File: config.mk
export PLATFORM = sky130hd
export DESIGN_NAME = seg7_capture
export DESIGN_NICKNAME = d
export VERILOG_FILES = /design/src/rtl/seg7_capture.sv
export SDC_FILE = /design/constraint.sdc
export NUM_CORES = 1
export LEC_CHECK = 0
export ABC_AREA = 1
export ABC_CLOCK_PERIOD_IN_PS = 2200
export CAP_MARGIN = 20
export CELL_PAD_IN_SITES_DETAIL_PLACEMENT = 1
export CELL_PAD_IN_SITES_GLOBAL_PLACEMENT = 2
export CORE_MARGIN = 5
export CORE_UTILIZATION = 31
export CTS_CLUSTER_SIZE = 24
export DETAILED_ROUTE_END_ITERATION = 10
export GPL_TIMING_DRIVEN = 1
export MAX_ROUTING_LAYER = met4
export PLACE_DENSITY_LB_ADDON = 0.1
export SETUP_SLACK_MARGIN = 0.15
export SLEW_MARGIN = 20
export SYNTH_ARGS = -nofsm -noshare
export SYNTH_HDL_FRONTEND = slang
export SYNTH_SLANG_ARGS = --single-unit
File: constraint.sdc
create_clock -name clk -period 2.2 [get_ports clk]
set_clock_uncertainty 0.2 [all_clocks]
set_input_delay 0.22 -clock clk [delete_from_list [all_inputs] [get_ports clk]]
set_output_delay 0.22 -clock clk [all_outputs]
set_load 0.02 [all_outputs]
File: src/rtl/seg7_capture.sv
// Reverse 7-segment decoder: synchronizes a multiplexed segment bus, waits for a stable pattern
// and emits {digit, value} over valid/ready. Optional error counter: define SEG7_ERRCNT_EN.
module seg7_capture #(
    parameter int NDIG       = 4,
    parameter int STABLE_CYC = 8,
    parameter int ACTIVE_LOW = 1
) (
    input  logic                     clk,
    input  logic                     rst,
    input  logic                     a,
    input  logic                     b,
    input  logic                     c,
    input  logic                     d,
    input  logic                     e,
    input  logic                     f,
    input  logic                     g,
    input  logic [NDIG-1:0]          dig_en,
    input  logic                     out_ready,
    output logic                     out_valid,
    output logic [$clog2(NDIG)-1:0]  out_dig,
    output logic [3:0]               out_val,
    output logic                     out_err,
`ifdef SEG7_ERRCNT_EN
    output logic [7:0]               err_cnt,
    input  logic                     err_clr,
`endif
    output logic [4*NDIG-1:0]        shadow
);

    localparam int IW = $clog2(NDIG);
    localparam int SW = 7 + NDIG;
    localparam logic [7:0] CNT_MAX = 8'(STABLE_CYC - 1);

    typedef enum logic [1:0] {IDLE, SETTLE, EMIT, WAIT_CHG} state_t;

    // Returns {err, value}; anything outside the 16 glyphs is flagged with value 0.
    function automatic logic [4:0] decode_glyph(input logic [6:0] p);
        case (p)
            7'h7E:   decode_glyph = {1'b0, 4'h0};
            7'h30:   decode_glyph = {1'b0, 4'h1};
            7'h6D:   decode_glyph = {1'b0, 4'h2};
            7'h79:   decode_glyph = {1'b0, 4'h3};
            7'h33:   decode_glyph = {1'b0, 4'h4};
            7'h5B:   decode_glyph = {1'b0, 4'h5};
            7'h5F:   decode_glyph = {1'b0, 4'h6};
            7'h70:   decode_glyph = {1'b0, 4'h7};
            7'h7F:   decode_glyph = {1'b0, 4'h8};
            7'h7B:   decode_glyph = {1'b0, 4'h9};
            7'h77:   decode_glyph = {1'b0, 4'hA};
            7'h1F:   decode_glyph = {1'b0, 4'hB};
            7'h4E:   decode_glyph = {1'b0, 4'hC};
            7'h3D:   decode_glyph = {1'b0, 4'hD};
            7'h4F:   decode_glyph = {1'b0, 4'hE};
            7'h47:   decode_glyph = {1'b0, 4'hF};
            default: decode_glyph = {1'b1, 4'h0};
        endcase
    endfunction

    function automatic logic is_onehot(input logic [NDIG-1:0] v);
        int unsigned n;
        n = 0;
        for (int i = 0; i < NDIG; i++) begin
            if (v[i]) n = n + 1;
        end
        return (n == 32'd1);
    endfunction

    function automatic logic [IW-1:0] onehot_index(input logic [NDIG-1:0] v);
        logic [IW-1:0] idx;
        idx = '0;
        for (int i = 0; i < NDIG; i++) begin
            if (v[i]) idx = IW'(i);
        end
        return idx;
    endfunction

    logic [6:0]      seg_meta_r, seg_sync_r;
    logic [NDIG-1:0] dig_meta_r, dig_sync_r;
    logic [6:0]      p_s;
    logic [SW-1:0]   cur_s, prev_r, cap_r;
    logic [7:0]      stab_cnt_r;
    logic            changed_s, onehot_s;
    logic [IW-1:0]   idx_s;
    logic [4:0]      dec_s;
    state_t          state_r;

    // Derive the lit pattern and the change/one-hot views of the synced bus.
    always_comb begin
        if (ACTIVE_LOW != 0) begin
            p_s = ~seg_sync_r;
        end else begin
            p_s = seg_sync_r;
        end
        cur_s     = {p_s, dig_sync_r};
        changed_s = (cur_s != prev_r);
        onehot_s  = is_onehot(dig_sync_r);
        idx_s     = onehot_index(dig_sync_r);
        dec_s     = decode_glyph(p_s);
    end

    // Two-flop synchronizer for the asynchronous segment and digit lines.
    always_ff @(posedge clk or posedge rst) begin
        if (rst) begin
            seg_meta_r <= 7'h00;
            seg_sync_r <= 7'h00;
            dig_meta_r <= '0;
            dig_sync_r <= '0;
        end else begin
            seg_meta_r <= {a, b, c, d, e, f, g};
            seg_sync_r <= seg_meta_r;
            dig_meta_r <= dig_en;
            dig_sync_r <= dig_meta_r;
        end
    end

    // Stability counter: restarts on any change of the synced sample, saturates at the threshold.
    always_ff @(posedge clk or posedge rst) begin
        if (rst) begin
            prev_r     <= '0;
            stab_cnt_r <= 8'd0;
        end else begin
            prev_r <= cur_s;
            if (changed_s) begin
                stab_cnt_r <= 8'd0;
            end else if (stab_cnt_r != CNT_MAX) begin
                stab_cnt_r <= stab_cnt_r + 8'd1;
            end else begin
                stab_cnt_r <= stab_cnt_r;
            end
        end
    end

    // Capture FSM with registered output word and per-digit shadow registers.
    always_ff @(posedge clk or posedge rst) begin
        if (rst) begin
            state_r   <= IDLE;
            cap_r     <= '0;
            out_valid <= 1'b0;
            out_dig   <= '0;
            out_val   <= 4'h0;
            out_err   <= 1'b0;
            shadow    <= '0;
        end else begin
            case (state_r)
                IDLE: begin
                    if (onehot_s) state_r <= SETTLE;
                    else          state_r <= IDLE;
                end
                SETTLE: begin
                    if (!onehot_s) begin
                        state_r <= IDLE;
                    end else if (changed_s) begin
                        state_r <= SETTLE;
                    end else if (stab_cnt_r == CNT_MAX) begin
                        cap_r <= cur_s;
                        if (p_s == 7'h00) begin
                            state_r <= WAIT_CHG;
                        end else begin
                            out_valid <= 1'b1;
                            out_dig   <= idx_s;
                            out_val   <= dec_s[3:0];
                            out_err   <= dec_s[4];
                            state_r   <= EMIT;
                        end
                    end else begin
                        state_r <= SETTLE;
                    end
                end
                EMIT: begin
                    // The word in flight is frozen; the bus is ignored until the handshake.
                    if (out_ready) begin
                        out_valid <= 1'b0;
                        state_r   <= WAIT_CHG;
                        for (int k = 0; k < NDIG; k++) begin
                            if (!out_err && (out_dig == IW'(k))) shadow[4*k +: 4] <= out_val;
                        end
                    end else begin
                        state_r <= EMIT;
                    end
                end
                WAIT_CHG: begin
                    if (cur_s != cap_r) state_r <= onehot_s ? SETTLE : IDLE;
                    else                state_r <= WAIT_CHG;
                end
                default: state_r <= IDLE;
            endcase
        end
    end

`ifdef SEG7_ERRCNT_EN
    // Saturating count of accepted error words; clear has priority.
    always_ff @(posedge clk or posedge rst) begin
        if (rst) begin
            err_cnt <= 8'd0;
        end else if (err_clr) begin
            err_cnt <= 8'd0;
        end else if (out_valid && out_ready && out_err && (err_cnt != 8'hFF)) begin
            err_cnt <= err_cnt + 8'd1;
        end else begin
            err_cnt <= err_cnt;
        end
    end
`endif

endmodule
## After elaboration in Yosys (flattened, before gate mapping)

Cells that the tools add are included.

| storage, ports and cells | value |
|---|---|
| word-level logic and storage cells | 96 |
| output and inout bits | 24 |
| register bits | 78 |
| bits of input ports | 14 |

| operators by class | value |
|---|---|
| reduce and logical (&&, ||, !) cells | 17 |
| bitwise logic cells | 3 |
| multiplexer cells | 24 |
| equality and inequality tests | 32 |
| add/subtract/negate cells | 4 |

Operator list:

| operator | count |
|---|---|
| adder 32 x 1 -> 32 bit (second input constant) | 3 |
| 2-to-1 mux 32 bit | 3 |
| == test 7 bit (second input constant) | 12 |
| one-hot mux 5 bit (16 select lines) | 1 |
| == test 32 x 1 -> 1 bit (second input constant) | 1 |
| inequality test 11 bit | 2 |
| == test 7 x 6 -> 1 bit (second input constant) | 3 |
| 2-to-1 mux 8 bit | 2 |
| 2-to-1 mux 2 bit | 6 |
| AND reduction 3 bit | 4 |
| 2-to-1 mux 1 bit | 10 |
| inequality test 2 bit (second input constant) | 5 |
| adder 8 x 1 -> 8 bit (second input constant) | 1 |
| == test 2 bit (second input constant) | 4 |
| == test 8 x 3 -> 1 bit (second input constant) | 1 |
| inequality test 8 x 3 -> 1 bit (second input constant) | 1 |
| one-hot mux 2 bit (4 select lines) | 1 |
| == test 7 x 5 -> 1 bit (second input constant) | 1 |
| zero test 7 bit | 1 |
| NOT 7 bit | 1 |
| AND reduction 6 bit | 1 |
| AND reduction 5 bit | 1 |
| == test 2 x 1 -> 1 bit (second input constant) | 2 |
| logical AND 1 bit | 4 |
| 6 further kinds | 9 |

## Logic depth before layout (Yosys ltp)

| logic depth | value |
|---|---|
| depth after elaboration | 11 |
| depth in mapped cells | 15 |
| gate-level depth less buffers | 14 |

## Worst setup path after synthesis

Ideal clock, no wire load.

| timing path | value |
|---|---|
| path type | register -> register |
| start | register dig_sync_r[1] |
| end | register cap_r[4] |
| arrival time | 2.059 ns |
| library setup time | 0.117 ns |
| data required time | 1.883 ns |
| period minus slack after synthesis | 2.375 ns |
| stages on the path, launching flop included | 15 |
| setup slack | -0.175 ns |
| buffers on the path | 1 |
| path through | dfrtp_1 > inv_1 > ha_1 > nor2_1 > nor2_2 > ha_1 > nor2_1 > o21ai_0 > nand2_1 > nand2_2 > nor2_4 > nand3_2 > buf_6 > nand2_1 > nand2_1 |

| on the way | value |
|---|---|
| longest elaborated chain between the ends | 7 |
| elaborated cells on any way between the ends | 9 |
| those cells by class | add/sub (2); eq/ne (2); mux (3); bitwise (1); reduce/logical (1) |

Ends and longest elaborated chain:

| element | line | RTL |
|---|---|---|
| start, declared | 78 | `logic [NDIG-1:0] dig_meta_r, dig_sync_r;` |
| start signal, assigned | 112 | `dig_sync_r <= dig_meta_r;` |
| 2-to-1 mux 32 bit | 63 | `if (v[i]) n = n + 1;` |
| adder 32 x 1 -> 32 bit | 63 |  |
| 2-to-1 mux 32 bit | 63 |  |
| adder 32 x 1 -> 32 bit | 63 |  |
| 2-to-1 mux 32 bit | 63 |  |
| == test 32 x 1 -> 1 bit | 65 | `return (n == 32'd1);` |
| AND reduction 4 bit (no source line) * | -- |  |
| end signal, assigned | 155 | `cap_r <= cur_s;` |
| end, declared | 80 | `logic [SW-1:0] cur_s, prev_r, cap_r;` |

Every way passes the cells marked *; elsewhere a longest branch is shown, timed or not.
A chain may end at the register's enable or synchronous reset.

## Worst setup path in the final report

| timing path | value |
|---|---|
| start | register dig_sync_r[1] |
| end | register cap_r[2] |

Same word-level chain as after synthesis.

==> flow_metrics.env <==
export IMPL_fin_nets=517
export IMPL_vdd_drop_max_v=0.000493
export IMPL_crit_family="simple AND/OR/NAND/NOR gates"
export IMPL_yosysUniqueCellTypes=29
export IMPL_clkLatencyLatePin_ps=340
export IMPL_crit_chain="inv_2 -> ha_4 -> nand2_2 -> inv_2 -> nor2_4 -> ha_4 -> nor2_2 -> o21ai_1 -> nand2_2 -> nand2_4 -> nor2_4 -> nand3_4 -> nand2_1 -> nand2_1"
export IMPL_fin_ws_ps=-66.7
export IMPL_drc=0
export IMPL_io_buffers=37
export IMPL_yosysTopAreaCellShare_pct=52.5
export IMPL_cts_num_sinks=78
export IMPL_path_max_fanout=6
export IMPL_period_share_pct=103
export IMPL_htreeDepth=3
export IMPL_chipWidth_um=120
export IMPL_clk_path_buf_depth=2
export IMPL_cp_start_kind="flip-flop"
export IMPL_routedWlPerCell_um=14.9
export IMPL_min_path_type="in -> reg"
export IMPL_core_area_um2=11900
export IMPL_viasPerCell=4.69
export IMPL_end_kind="flip-flop"
export IMPL_die_area_um2=14300
export IMPL_start_util_pct=31.2
export IMPL_syn_area_um2=3720
export IMPL_finalPower_mw=3.32
export IMPL_wl_um=9670
export IMPL_grt_pass1_wl_um=16100
export IMPL_yosys_area_top_type="dfrtp_1"
export IMPL_clockRootBuffer="clkbuf_16"
export IMPL_cts_tree="built"
export IMPL_drive_gt1_share_pct=20.4
export IMPL_num_vias=3052
export IMPL_maxCapViolations=0
export IMPL_dieHeight_um=120
export IMPL_static_leakage_power_nw=2.28
export IMPL_io_pins=38
export IMPL_syn_nets=451
export IMPL_reg2reg_slack_ps=-70
export IMPL_holdPathEnd="seg_meta_r[3]"
export IMPL_yosysWarnings=0
export IMPL_synth_area_top_cells="dfrtp_1, nand2_1, nor2_1, inv_1, nand3_1"
export IMPL_diodes=0
export IMPL_track_usage_pct=14.7
export IMPL_critPathRequiredTime_ps=2240
export IMPL_place_hpwl_um=7030
export IMPL_holdPathStages=1
export IMPL_syn_avg_cell_area_um2=8.59
export IMPL_layout_common_cells="nand2_1, dfrtp_1, nor2_1"
export IMPL_drt_initial_drc_count=125
export IMPL_place_congestion=0.802
export IMPL_post_route_min_period_ps=2270
export IMPL_fin_hold_ws_ps=120
export IMPL_worst_setup_path_type="reg -> reg"
export IMPL_crit_buf_inv=2
export IMPL_grt_pass1_vias=3121
export IMPL_ant_nets=0
export IMPL_reg2reg_from="dig_sync_r[1]"
export IMPL_timing_rr_end="cap_r[2]"
export IMPL_antenna_found_initial=0
export IMPL_synth_seq_cells=78
export IMPL_pre_cts_slack_ps=-163
export IMPL_area_growth_pct=31.4
export IMPL_row_count=40
export IMPL_yosysSeqAreaShare_pct=52.5
export IMPL_rr_worst_depth=14
export IMPL_path_clk_slew_ps=60
export IMPL_hold_viol_final=0
export IMPL_netlist_instances=433
export IMPL_setup_tns_ps=-868
export IMPL_hp_start="d"
export IMPL_layout_commonest_cell="nand2_1"
export IMPL_status="complete, but fails checks"
export IMPL_grt_ovfl_total=0
export IMPL_power_per_cell_area_nw_per_um2=679
export IMPL_cp_slowest_cell="dfrtp_2"
export IMPL_grt_max_degree=79
export IMPL_rsz0062_at_grt="yes"
export IMPL_failed_checks="setup timing"
export IMPL_arrival_ps=2300
export IMPL_drtPass1Iterations=4
export IMPL_clock_fmax_ghz=0.441
export IMPL_setup_violations=18
export IMPL_slowest_delay_ps=410
export IMPL_slew_headroom_pct=70.8
export IMPL_cts_buffers=9
export IMPL_worst_slew_pin_slew_ps=439
export IMPL_drv_slew=0
==> power by group <==
group / internal [mW] / switching [mW]
Combinational: 0.125 / 0.185
Clock: 0.905 / 0.607
Sequential: 1.47 / 0.0291
==> repair_timing <==
item / in CTS / in global routing
cloned: 2 / 0
endpoints found under the hold margin: 0 / 0
resized for setup: 21 / 16
pin swaps: 6 / 20
endpoints found under the setup margin: 21 / 23
setup buffers: 2 / 3
hold buffers: 0 / 0
==> logic make-up after synthesis <==
kind of cell	count (synthesis)	share of synthesized area, %
adders and majority gates	4	1.35
buffers and inverters	53	7.16
and+or+nand+nor	259	31.7
AOI/OAI and AO/OA	29	4.10
DFF	78	52.5
xor gates and xnor gates	10	3.26
==> routing by layer <==
metal | share of wire [%] | GRT usage (%)
met1 | 48 | 18.1
met2 | 48 | 23.6
met3 | 2.6 | 2.78
met4 | 1.8 | 6.23
met5 | 0 | -
==> layout make-up <==
type                    instances  area [µm²]
repair buffers                 62         594
clock inverters                 6        61.3
inverters                      45         175
flip-flops and latches         78        1950
clock buffers                  10         239
multi-input cells             303        1680
well taps                     147         184
fillers                      1405        7020
==> metrics by stage <==
step | cell area (µm²) | util (%) | cells
3_3_place_gp | 4360 | 36.6 | 628
6_report | 4890 | 41.1 | 651
3_5_place_dp | 4360 | 36.6 | 628
5_1_grt | 4890 | 41.1 | 651
2_1_floorplan | 3750 | - | 433
4_1_cts | 4780 | 40.1 | 648
==> synth_stat cells <==
library cell / instances
o21ai_1: 2
nand4_1: 20
nand3_1: 27
o31ai_1: 1
nand3_2: 2
nor3b_1: 2
xnor2_4: 1
xnor2_2: 2
o21ai_0: 21
xor2_1: 3
xnor2_1: 4
a21oi_1: 3
nor2_4: 5
and3_1: 1
nand2_1: 135
inv_1: 39
o21a_1: 1
nand2_2: 8
inv_2: 6
nor2_1: 44
nor2_2: 5
clkbuf_8: 3
dfrtp_1: 78
nand3_4: 1
or2_2: 4
nor3_1: 5
ha_1: 4
o211ai_1: 1
buf_6: 5
==> state kept, by name, summed over array words and instances (netlist names) <==
| signal | flops |
|---|---|
| out_val | 4 |
| seg_sync_r | 7 |
| out_dig | 2 |
| seg_meta_r | 7 |
| state_r | 2 |
| out_valid | 1 |
| dig_sync_r | 4 |
| dig_meta_r | 4 |
| cap_r | 11 |
| prev_r | 11 |
| shadow | 16 |
| out_err | 1 |
| stab_cnt_r | 8 |
==> how the worst max path moves through the flow <==
stage                              from         end  cells after the start  slack, ps
after floorplan           dig_sync_r[0]    cap_r[4]                     15         40
after global placement    dig_sync_r[1]  out_dig[0]                     13        -60
after detailed placement  dig_sync_r[0]   cap_r[10]                     12       -160
after CTS                 dig_sync_r[1]    cap_r[7]                     14        -90
after global routing      dig_sync_r[1]    cap_r[2]                     14       -230
final                     dig_sync_r[1]    cap_r[2]                     14        -70
No activity file was read; power rests on OpenSTA's default activity.
